### src/rtl/bus_timer_pkg.sv
// Shared timer constants: register offsets, CTRL bit positions, MODE and FSM encodings.
package bus_timer_pkg;

    localparam logic [1:0] TMR_CTRL   = 2'd0;
    localparam logic [1:0] TMR_PRESET = 2'd1;
    localparam logic [1:0] TMR_COUNT  = 2'd2;

    localparam int unsigned CTRL_EN      = 32'd0;
    localparam int unsigned CTRL_MODE_LO = 32'd1;
    localparam int unsigned CTRL_MODE_HI = 32'd2;
    localparam int unsigned CTRL_IM      = 32'd3;
    localparam int unsigned CTRL_PSC_LO  = 32'd4;

    localparam logic [1:0] MODE_ONESHOT = 2'b00;
    localparam logic [1:0] MODE_RELOAD  = 2'b01;

    localparam logic [1:0] ST_IDLE = 2'd0;
    localparam logic [1:0] ST_LOAD = 2'd1;
    localparam logic [1:0] ST_CNT  = 2'd2;
    localparam logic [1:0] ST_INT  = 2'd3;

    // Reserved MODE codes fall back to one-shot.
    function automatic logic is_reload(input logic [1:0] mode);
        return (mode == MODE_RELOAD);
    endfunction

endpackage

### src/rtl/bus_timer_prescaler.sv
// Tick generator for the countdown: one tick every psc+1 clocks.
// Only compiled when TIMER_PRESCALE_EN is defined.
`ifdef TIMER_PRESCALE_EN
module timer_prescaler #(
    parameter int PSC_W = 4
) (
    input  logic             clk,
    input  logic             reset,
    input  logic             clr,
    input  logic [PSC_W-1:0] psc,
    output logic             tick
);

    logic [PSC_W-1:0] cnt_r;

    assign tick = (cnt_r == psc);

    // Free-running divider, restarted by clr and after every tick.
    always_ff @(posedge clk or negedge reset) begin
        if (!reset) begin
            cnt_r <= {PSC_W{1'b0}};
        end else if (clr || tick) begin
            cnt_r <= {PSC_W{1'b0}};
        end else begin
            cnt_r <= cnt_r + {{(PSC_W-1){1'b0}}, 1'b1};
        end
    end

endmodule
`endif

### src/rtl/bus_timer.sv
// Memory-mapped countdown timer on the CPU data bus (CTRL / PRESET / COUNT registers).
// Optional clock prescaler in CTRL[7:4] is enabled by defining TIMER_PRESCALE_EN.
module bus_timer
    import bus_timer_pkg::*;
#(
    parameter int CNT_W = 32,
    parameter int PSC_W = 4
) (
    input  logic        clk,
    input  logic        reset,
    input  logic        sel,
    input  logic [31:0] addr,
    input  logic        we,
    input  logic [31:0] wdata,
    output logic [31:0] rdata,
    output logic        irq
);

    localparam logic [CNT_W-1:0] CNT_ONE = {{(CNT_W-1){1'b0}}, 1'b1};

    logic [1:0]       state_r;
    logic             en_r;
    logic             im_r;
    logic             pend_r;
    logic [1:0]       mode_r;
    logic [CNT_W-1:0] preset_r;
    logic [CNT_W-1:0] count_r;
    logic [PSC_W-1:0] psc_s;
    logic             ctrl_wr_s;
    logic             preset_wr_s;
    logic             tick_s;
    logic [31:0]      ctrl_rd_s;
    logic             unused_s;

    assign ctrl_wr_s   = sel & we & (addr[3:2] == TMR_CTRL);
    assign preset_wr_s = sel & we & (addr[3:2] == TMR_PRESET);
    assign unused_s    = ^{addr[31:4], addr[1:0]};
    assign irq         = im_r & pend_r;

`ifdef TIMER_PRESCALE_EN
    logic [PSC_W-1:0] psc_r;
    logic             clr_s;

    assign clr_s = (state_r == ST_LOAD) | ~en_r;
    assign psc_s = psc_r;

    // Prescaler field of CTRL.
    always_ff @(posedge clk or negedge reset) begin
        if (!reset) begin
            psc_r <= {PSC_W{1'b0}};
        end else if (ctrl_wr_s) begin
            psc_r <= wdata[CTRL_PSC_LO +: PSC_W];
        end
    end

    timer_prescaler #(.PSC_W(PSC_W)) u_prescaler (
        .clk   (clk),
        .reset (reset),
        .clr   (clr_s),
        .psc   (psc_s),
        .tick  (tick_s)
    );
`else
    assign psc_s  = {PSC_W{1'b0}};
    assign tick_s = 1'b1;
`endif

    // CTRL fields; a CPU write takes priority over the one-shot EN clear.
    always_ff @(posedge clk or negedge reset) begin
        if (!reset) begin
            en_r   <= 1'b0;
            mode_r <= MODE_ONESHOT;
            im_r   <= 1'b0;
        end else if (ctrl_wr_s) begin
            en_r   <= wdata[CTRL_EN];
            mode_r <= wdata[CTRL_MODE_HI:CTRL_MODE_LO];
            im_r   <= wdata[CTRL_IM];
        end else if ((state_r == ST_INT) && !is_reload(mode_r)) begin
            en_r   <= 1'b0;
        end
    end

    // Pending flag: setting in INT beats a same-cycle CTRL write clear.
    always_ff @(posedge clk or negedge reset) begin
        if (!reset) begin
            pend_r <= 1'b0;
        end else if (state_r == ST_INT) begin
            pend_r <= 1'b1;
        end else if (ctrl_wr_s) begin
            pend_r <= 1'b0;
        end
    end

    // PRESET only feeds LOAD, so writes never disturb a running count.
    always_ff @(posedge clk or negedge reset) begin
        if (!reset) begin
            preset_r <= {CNT_W{1'b0}};
        end else if (preset_wr_s) begin
            preset_r <= wdata[CNT_W-1:0];
        end
    end

    // Countdown sequencer.
    always_ff @(posedge clk or negedge reset) begin
        if (!reset) begin
            state_r <= ST_IDLE;
            count_r <= {CNT_W{1'b0}};
        end else begin
            case (state_r)
                ST_IDLE: begin
                    if (en_r) begin
                        state_r <= ST_LOAD;
                    end
                end
                ST_LOAD: begin
                    count_r <= (preset_r == {CNT_W{1'b0}}) ? CNT_ONE : preset_r;
                    state_r <= ST_CNT;
                end
                ST_CNT: begin
                    if (!en_r) begin
                        state_r <= ST_IDLE;
                    end else if (tick_s) begin
                        if (count_r > CNT_ONE) begin
                            count_r <= count_r - CNT_ONE;
                        end else begin
                            count_r <= {CNT_W{1'b0}};
                            state_r <= ST_INT;
                        end
                    end
                end
                ST_INT: begin
                    state_r <= is_reload(mode_r) ? ST_LOAD : ST_IDLE;
                end
                default: begin
                    state_r <= ST_IDLE;
                end
            endcase
        end
    end

    // CTRL read image; unused upper bits read as zero.
    always_comb begin
        ctrl_rd_s = 32'd0;
        ctrl_rd_s[CTRL_EN] = en_r;
        ctrl_rd_s[CTRL_MODE_HI:CTRL_MODE_LO] = mode_r;
        ctrl_rd_s[CTRL_IM] = im_r;
        ctrl_rd_s[CTRL_PSC_LO +: PSC_W] = psc_s;
    end

    // Combinational bus read mux.
    always_comb begin
        rdata = 32'd0;
        if (sel) begin
            case (addr[3:2])
                TMR_CTRL:   rdata = ctrl_rd_s;
                TMR_PRESET: rdata[CNT_W-1:0] = preset_r;
                TMR_COUNT:  rdata[CNT_W-1:0] = count_r;
                default:    rdata = 32'd0;
            endcase
        end else begin
            rdata = 32'd0;
        end
    end

endmodule

### config.mk
export PLATFORM = sky130hd
export DESIGN_NAME = bus_timer
export DESIGN_NICKNAME = d
export VERILOG_FILES = /design/src/rtl/bus_timer_pkg.sv /design/src/rtl/bus_timer_prescaler.sv /design/src/rtl/bus_timer.sv
export SDC_FILE = /design/constraint.sdc
export NUM_CORES = 1
export LEC_CHECK = 0
export BUFFER_PORTS_ARGS = -buffer_cell sky130_fd_sc_hd__buf_4
export CAP_MARGIN = 40
export CORE_ASPECT_RATIO = 1.25
export CORE_MARGIN = 3
export CORE_UTILIZATION = 45
export CTS_CLUSTER_SIZE = 28
export DETAILED_ROUTE_END_ITERATION = 16
export GPL_TIMING_DRIVEN = 0
export PLACE_DENSITY = 0.77
export RECOVER_POWER = 25
export SLEW_MARGIN = 20
export SYNTH_ARGS = -nofsm -noshare
export SYNTH_HDL_FRONTEND = slang
export SYNTH_SLANG_ARGS = --single-unit
### constraint.sdc
create_clock -name clk -period 4.87 [get_ports clk]
set_clock_uncertainty 0.05 [all_clocks]
set_input_delay 1.461 -clock clk [delete_from_list [all_inputs] [get_ports clk]]
set_output_delay 1.461 -clock clk [all_outputs]
set_load 0.02 [all_outputs]
; Word level (Yosys, flattened, before mapping)
; Index checks and enable logic that the tools add are counted.
[totals]
reg_bits = 71
inputBits = 68
output_inout_bits = 33
word_cells = 47
[classes]
n_addsub = 1
magnitude_cmp = 1
n_eq_ne = 9
mux = 15
n_bitwise = 4
reduce_logical = 10
[ops]
columns = op, count
row1 = two-way mux 32 bit, 4
row2 = one-hot mux 32 bit (3 select lines), 1
row3 = one-hot mux 32 bit (2 select lines), 1
row4 = "> comparator 32 x 1 -> 1 bit, second input constant", 1
row5 = zero test 32 bit, 1
row6 = "subtractor 32 x 1 -> 32 bit, second input constant", 1
row7 = one-hot mux 2 bit (4 select lines), 1
row8 = "equality test 2 x 1 -> 1 bit, second input constant", 3
row9 = "equality test 2 bit, second input constant", 3
row10 = two-way mux 2 bit, 3
row11 = nonzero test 2 bit, 3
row12 = two-way mux 1 bit, 5
row13 = AND 1 bit, 4
row14 = zero test 2 bit, 2
row15 = "!= test 2 bit, second input constant", 2
row16 = AND reduction 2 bit, 2
row17 = "!= test 3 bit, second input constant", 1
row18 = logical AND 1 bit, 1
row19 = zero test 1 bit, 1

; Longest topological paths before layout
[logic_depth]
ltp_word = 5
mapped_depth = 8
depth_no_buf = 7

; Worst setup path before layout
; OpenSTA, ideal clock, no wires.
[synth_timing]
kind = input-to-output
start = in addr[2]
end = out rdata[10]
t_arrival_ns = 2.920
t_required_ns = 3.359
setup_slack_ns = 0.439
path_stages = 6
n_path_buf = 3
cell_sequence = clkbuf_1 -> nor2b_1 -> clkbuf_1 -> buf_1 -> a22oi_1 -> nor2b_1
[synth_between]
elab_chain_len = 3
word_cells_on_any_way = 5
cone_classes = 2 x eq/ne / 2 x mux / 1 x reduce/logical
[synth_lines]
columns = element, line_no
row1 = "start, declared", bus_timer.sv:12  ; input logic [31:0] addr,
row2 = "equality test 2 bit, or another cell as far along", bus_timer.sv:154  ; case (addr[3:2])
row3 = one-hot mux 32 bit (3 select lines) (*), bus_timer.sv:154
row4 = two-way mux 32 bit (*), bus_timer.sv:153  ; if (sel) begin
row5 = "end, declared", bus_timer.sv:15  ; output logic [31:0] rdata,
; Every way passes the cells marked *; elsewhere a longest branch is shown, timed or not.

; Worst setup path in the final report
[layout_timing]
start = in addr[2]
end = out rdata[22]
; Same word-level chain as after synthesis.

==> impl_metrics.csv <==
group,metric,value,unit
yosys,yosysSeqAreaShare,42.51,%
final_layout,nNetsFinal,589,
final_layout,post_layout_nonfiller_instances,644,
final_layout,seq_area,0.001777,sq mm
global_routing,grt_usage,26.19,%
outcome,outcome,"finished with violations",
final_layout,multi_input_comb_area,0.002227,sq mm
final_layout,final_cell_mix,"dfrtp_1 (71), buf_4 (69), a22oi_1 (38)",
timing,fin_crit_sh,93.36,%
global_routing,grt_pass1_vias,4044,
clocking,clock_tree.htree_level_count,3,
worst_setup_path,worstSetupPathType,"primary input to output port",
worst_setup_path,critical_path_cell_by_cell,"clkbuf_1, nor2b_1, clkbuf_2, clkbuf_2, a22oi_1, nor2b_1, buf_4",
final_layout,synthToLayoutAreaGrowth,22.13,%
worst_setup_path,critPathMaxStageDelay,0.34,ns
worst_setup_path,r2r_slack,1.89,ns
floorplan,die-width,92.20,um
routing,drc,0,
yosys,synth.area.mux_share,11.83,%
clocking,cts-buffers-inserted,9,
yosys,postSynthRegisterBits,71,
timing,rsz0062_at_grt,"no",
clocking,cts_repair_resize_count,0,
job,max_cap_violations,2,
global_routing,globalRoute.totalOverflow,0,
clocking,cts_hold_repair.buffers,0,
yosys,synth-xor-area-share,0,%
clocking,clkSlewWorstSetupHoldPaths,0.08,ns
outcome,violations,"capacitance limit, slew limit",
floorplan,placement_rows,38,
global_routing,number_of_antenna_violations_at_the_first_check_in_global_routing,0,
yosys,ys_types,46,
global_routing,global_route_wire_length_before_repair,21350,um
worst_setup_path,critPathBufInv,4,
yosys,synth_adder_area_share,0.5988,%
yosys,syn-num-nets,506,
yosys,combinational_family_with_the_most_area_after_synthesis,"compound AO/OA/AOI/OAI gates",
clocking,clock_tree_from_tritoncts,"built",
yosys,synth_simple_gate_area_share,19.88,%
timing,timing_worst_slew_pin_value,1.804,ns
yosys,synth-compound-area-share,20.99,%
yosys,dominant_synthesized_flop_cell,"dfrtp_1",
placed_design,place.port_buffers,69,
timing,finalSetupViolations,0,
clocking,clock_tree.buffer_depth,2,
floorplan,die_height,113.7,um
timing,hold_viol,0,
clocking,root_buffer,"clkbuf_8",
floorplan,floorplan.initialDensity,47.26,%
yosys,post_synth.cell_area_avg,9.585,sq um
worst_setup_path,critical_path_arrival,3.04,ns
floorplan,core_box_area,0.008843,sq mm
routing,routed-via-count,4064,
routing,detail_route.wirelength,13310,um
placed_design,place.detailed.hpwl,9417,um
timing,timing_max_transition_violations_final,74,
routing,detail_route.first_pass.iterations,5,
worst_setup_path,path_delay_family,"buffers and inverters",
yosys,async_flop_share,100.0,%
routing,postRouteAntennaNets,0,
routing,vias_per_cell,6.311,
final_layout,number_of_antenna_diodes,0,
timing,fin_crit,4.547,ns
clocking,postCtsSetupBuffers,0,
timing,setup_tns,0,ns
yosys,number_of_flops_mapped_to_enable_cells_by_yosys,0,
hold_path,hold_path.class,"register to register",
global_routing,grt_start_max_net_pins,39,
yosys,post_synth_instance_area,0.004179,sq mm
routing,wire_per_inst,20.66,um
floorplan,ioPinCount,101,
final_layout,most_common_cell_after_layout_fill_and_taps_aside,"dfrtp_1",
floorplan,dieArea,0.01049,sq mm
clocking,insertion_delay,0.36,ns
placed_design,finalWeightedCongestion,0.9122,
yosys,netlist_instances,436,
power,irDropWorstVdd,0.2551,mV
clocking,clkSinkCount,71,
final_layout,finalInstanceArea,0.005104,sq mm
worst_setup_path,crit_path_start_kind,"primary input",
final_layout,post-route-util,57.71,%
worst_setup_path,critical_path.endpoint_type,"output port",
power,power_leakage,2.081,nW
worst_setup_path,critPathMaxFanout,10,
yosys,synth.yosys.warnings,0,
final_layout,drive_above_1_share,24.81,%
power,cellPowerDensity,537.7,mW/mm^2
timing,slew_headroom,-20.28,%
worst_setup_path,worstPathRequired,3.36,ns
worst_setup_path,crit_path_top_delay_cell,"clkbuf_2",
placed_design,post_dp_cell_area,0.004880,sq mm
placed_design,place.detailed.instances,628,
timing,achievable-frequency,0.2199,GHz
final_layout,fillers,811,
routing,first_iter_violations,504,
[Yosys cell counts (8+ instances only)]
library cell | number | area (sq um)
clkbuf_1 | 26 | 97.59
a32oi_1 | 9 | 78.83
a22oi_1 | 38 | 285.3
o21ai_0 | 24 | 120.1
mux2_2 | 35 | 394.1
nor3_1 | 10 | 50.05
mux2i_1 | 10 | 100.1
nand2_1 | 26 | 97.59
nand3_1 | 13 | 65.06
inv_1 | 11 | 41.29
nor2_1 | 16 | 60.06
nor2b_1 | 35 | 219.0
a21oi_1 | 9 | 45.04
nand4_1 | 8 | 50.05
dfrtp_1 | 71 | 1777
o2bb2ai_1 | 8 | 70.07
nor4_1 | 19 | 118.9
[worst reg2reg max path, cell delays in order, from the launching register on]
cell       delay, ns
dfrtp_1         0.46
nor4_1          0.77
o2111a_1        0.43
a31o_2          0.25
clkbuf_1        0.52
o21ai_0         0.20
o2bb2ai_1       0.16
[registers in the layout, indices dropped and copies added (netlist names)]
| signal | cells |
|---|---|
| pend_r | 1 |
| count_r | 32 |
| en_r | 1 |
| state_r | 2 |
| preset_r | 32 |
| im_r | 1 |
| mode_r | 2 |
[area by class of cell]
type / instances / area share, %
Multi-Input combinational cell: 321 / 43.64
Sequential cell: 71 / 34.81
Timing Repair Buffer: 72 / 10.57
Clock buffer: 11 / 2.966
Tap cell: 120 / 2.942
Buffer: 33 / 2.697
Clock inverter: 5 / 1.569
Inverter: 11 / 0.8090
[per-layer routing]
metal  vias to the layer above  share of wire, %  GRT usage (%)
met5                         -                 0              0
met4                         0               3.2          12.49
met3                        40               8.2          4.947
met2                       243                49          41.52
met1                      1956                40          34.70
li1                       1825                 -              -
[stage by stage]
step	hold WS (ns)	worst slack, ns	power [W]
after detailed placement	0.4709	0.005645	0.002159
after global routing	0.5109	0.09878	0.002896
after global placement	0.4650	0.03225	0.002111
final	0.4853	0.3232	0.002744
after floorplan	0.4379	0.4388	0.001751
after CTS	0.4885	0.001117	0.002715
[kinds of logic after synthesis]
| logic type | Yosys count |
|---|---|
| mux | 45 |
| buf+inv | 44 |
| compound gates | 123 |
| flops | 71 |
| simple gates | 151 |
| fa+ha+maj | 2 |
[report_power, final]
| group | leakage (nW) | switching [W] | internal (W) |
|---|---|---|---|
| Sequential | 0.866 | 0.000261 | 0.000799 |
| Clock | 0.112 | 0.000237 | 0.000315 |
| Combinational | 1.10 | 0.000679 | 0.000453 |
[final timing paths]
path	endpoint	from	cells past startpoint
max	rdata[22]	addr[2]	7
min	count_r[16]	count_r[16]	1
max reg2reg	count_r[28]	count_r[6]	6
min reg2reg	count_r[16]	count_r[16]	1
max in group asynchronous	preset_r[21]	reset	2
min in group asynchronous	mode_r[0]	reset	1
Note: power is estimated with default switching activity, not from simulation.
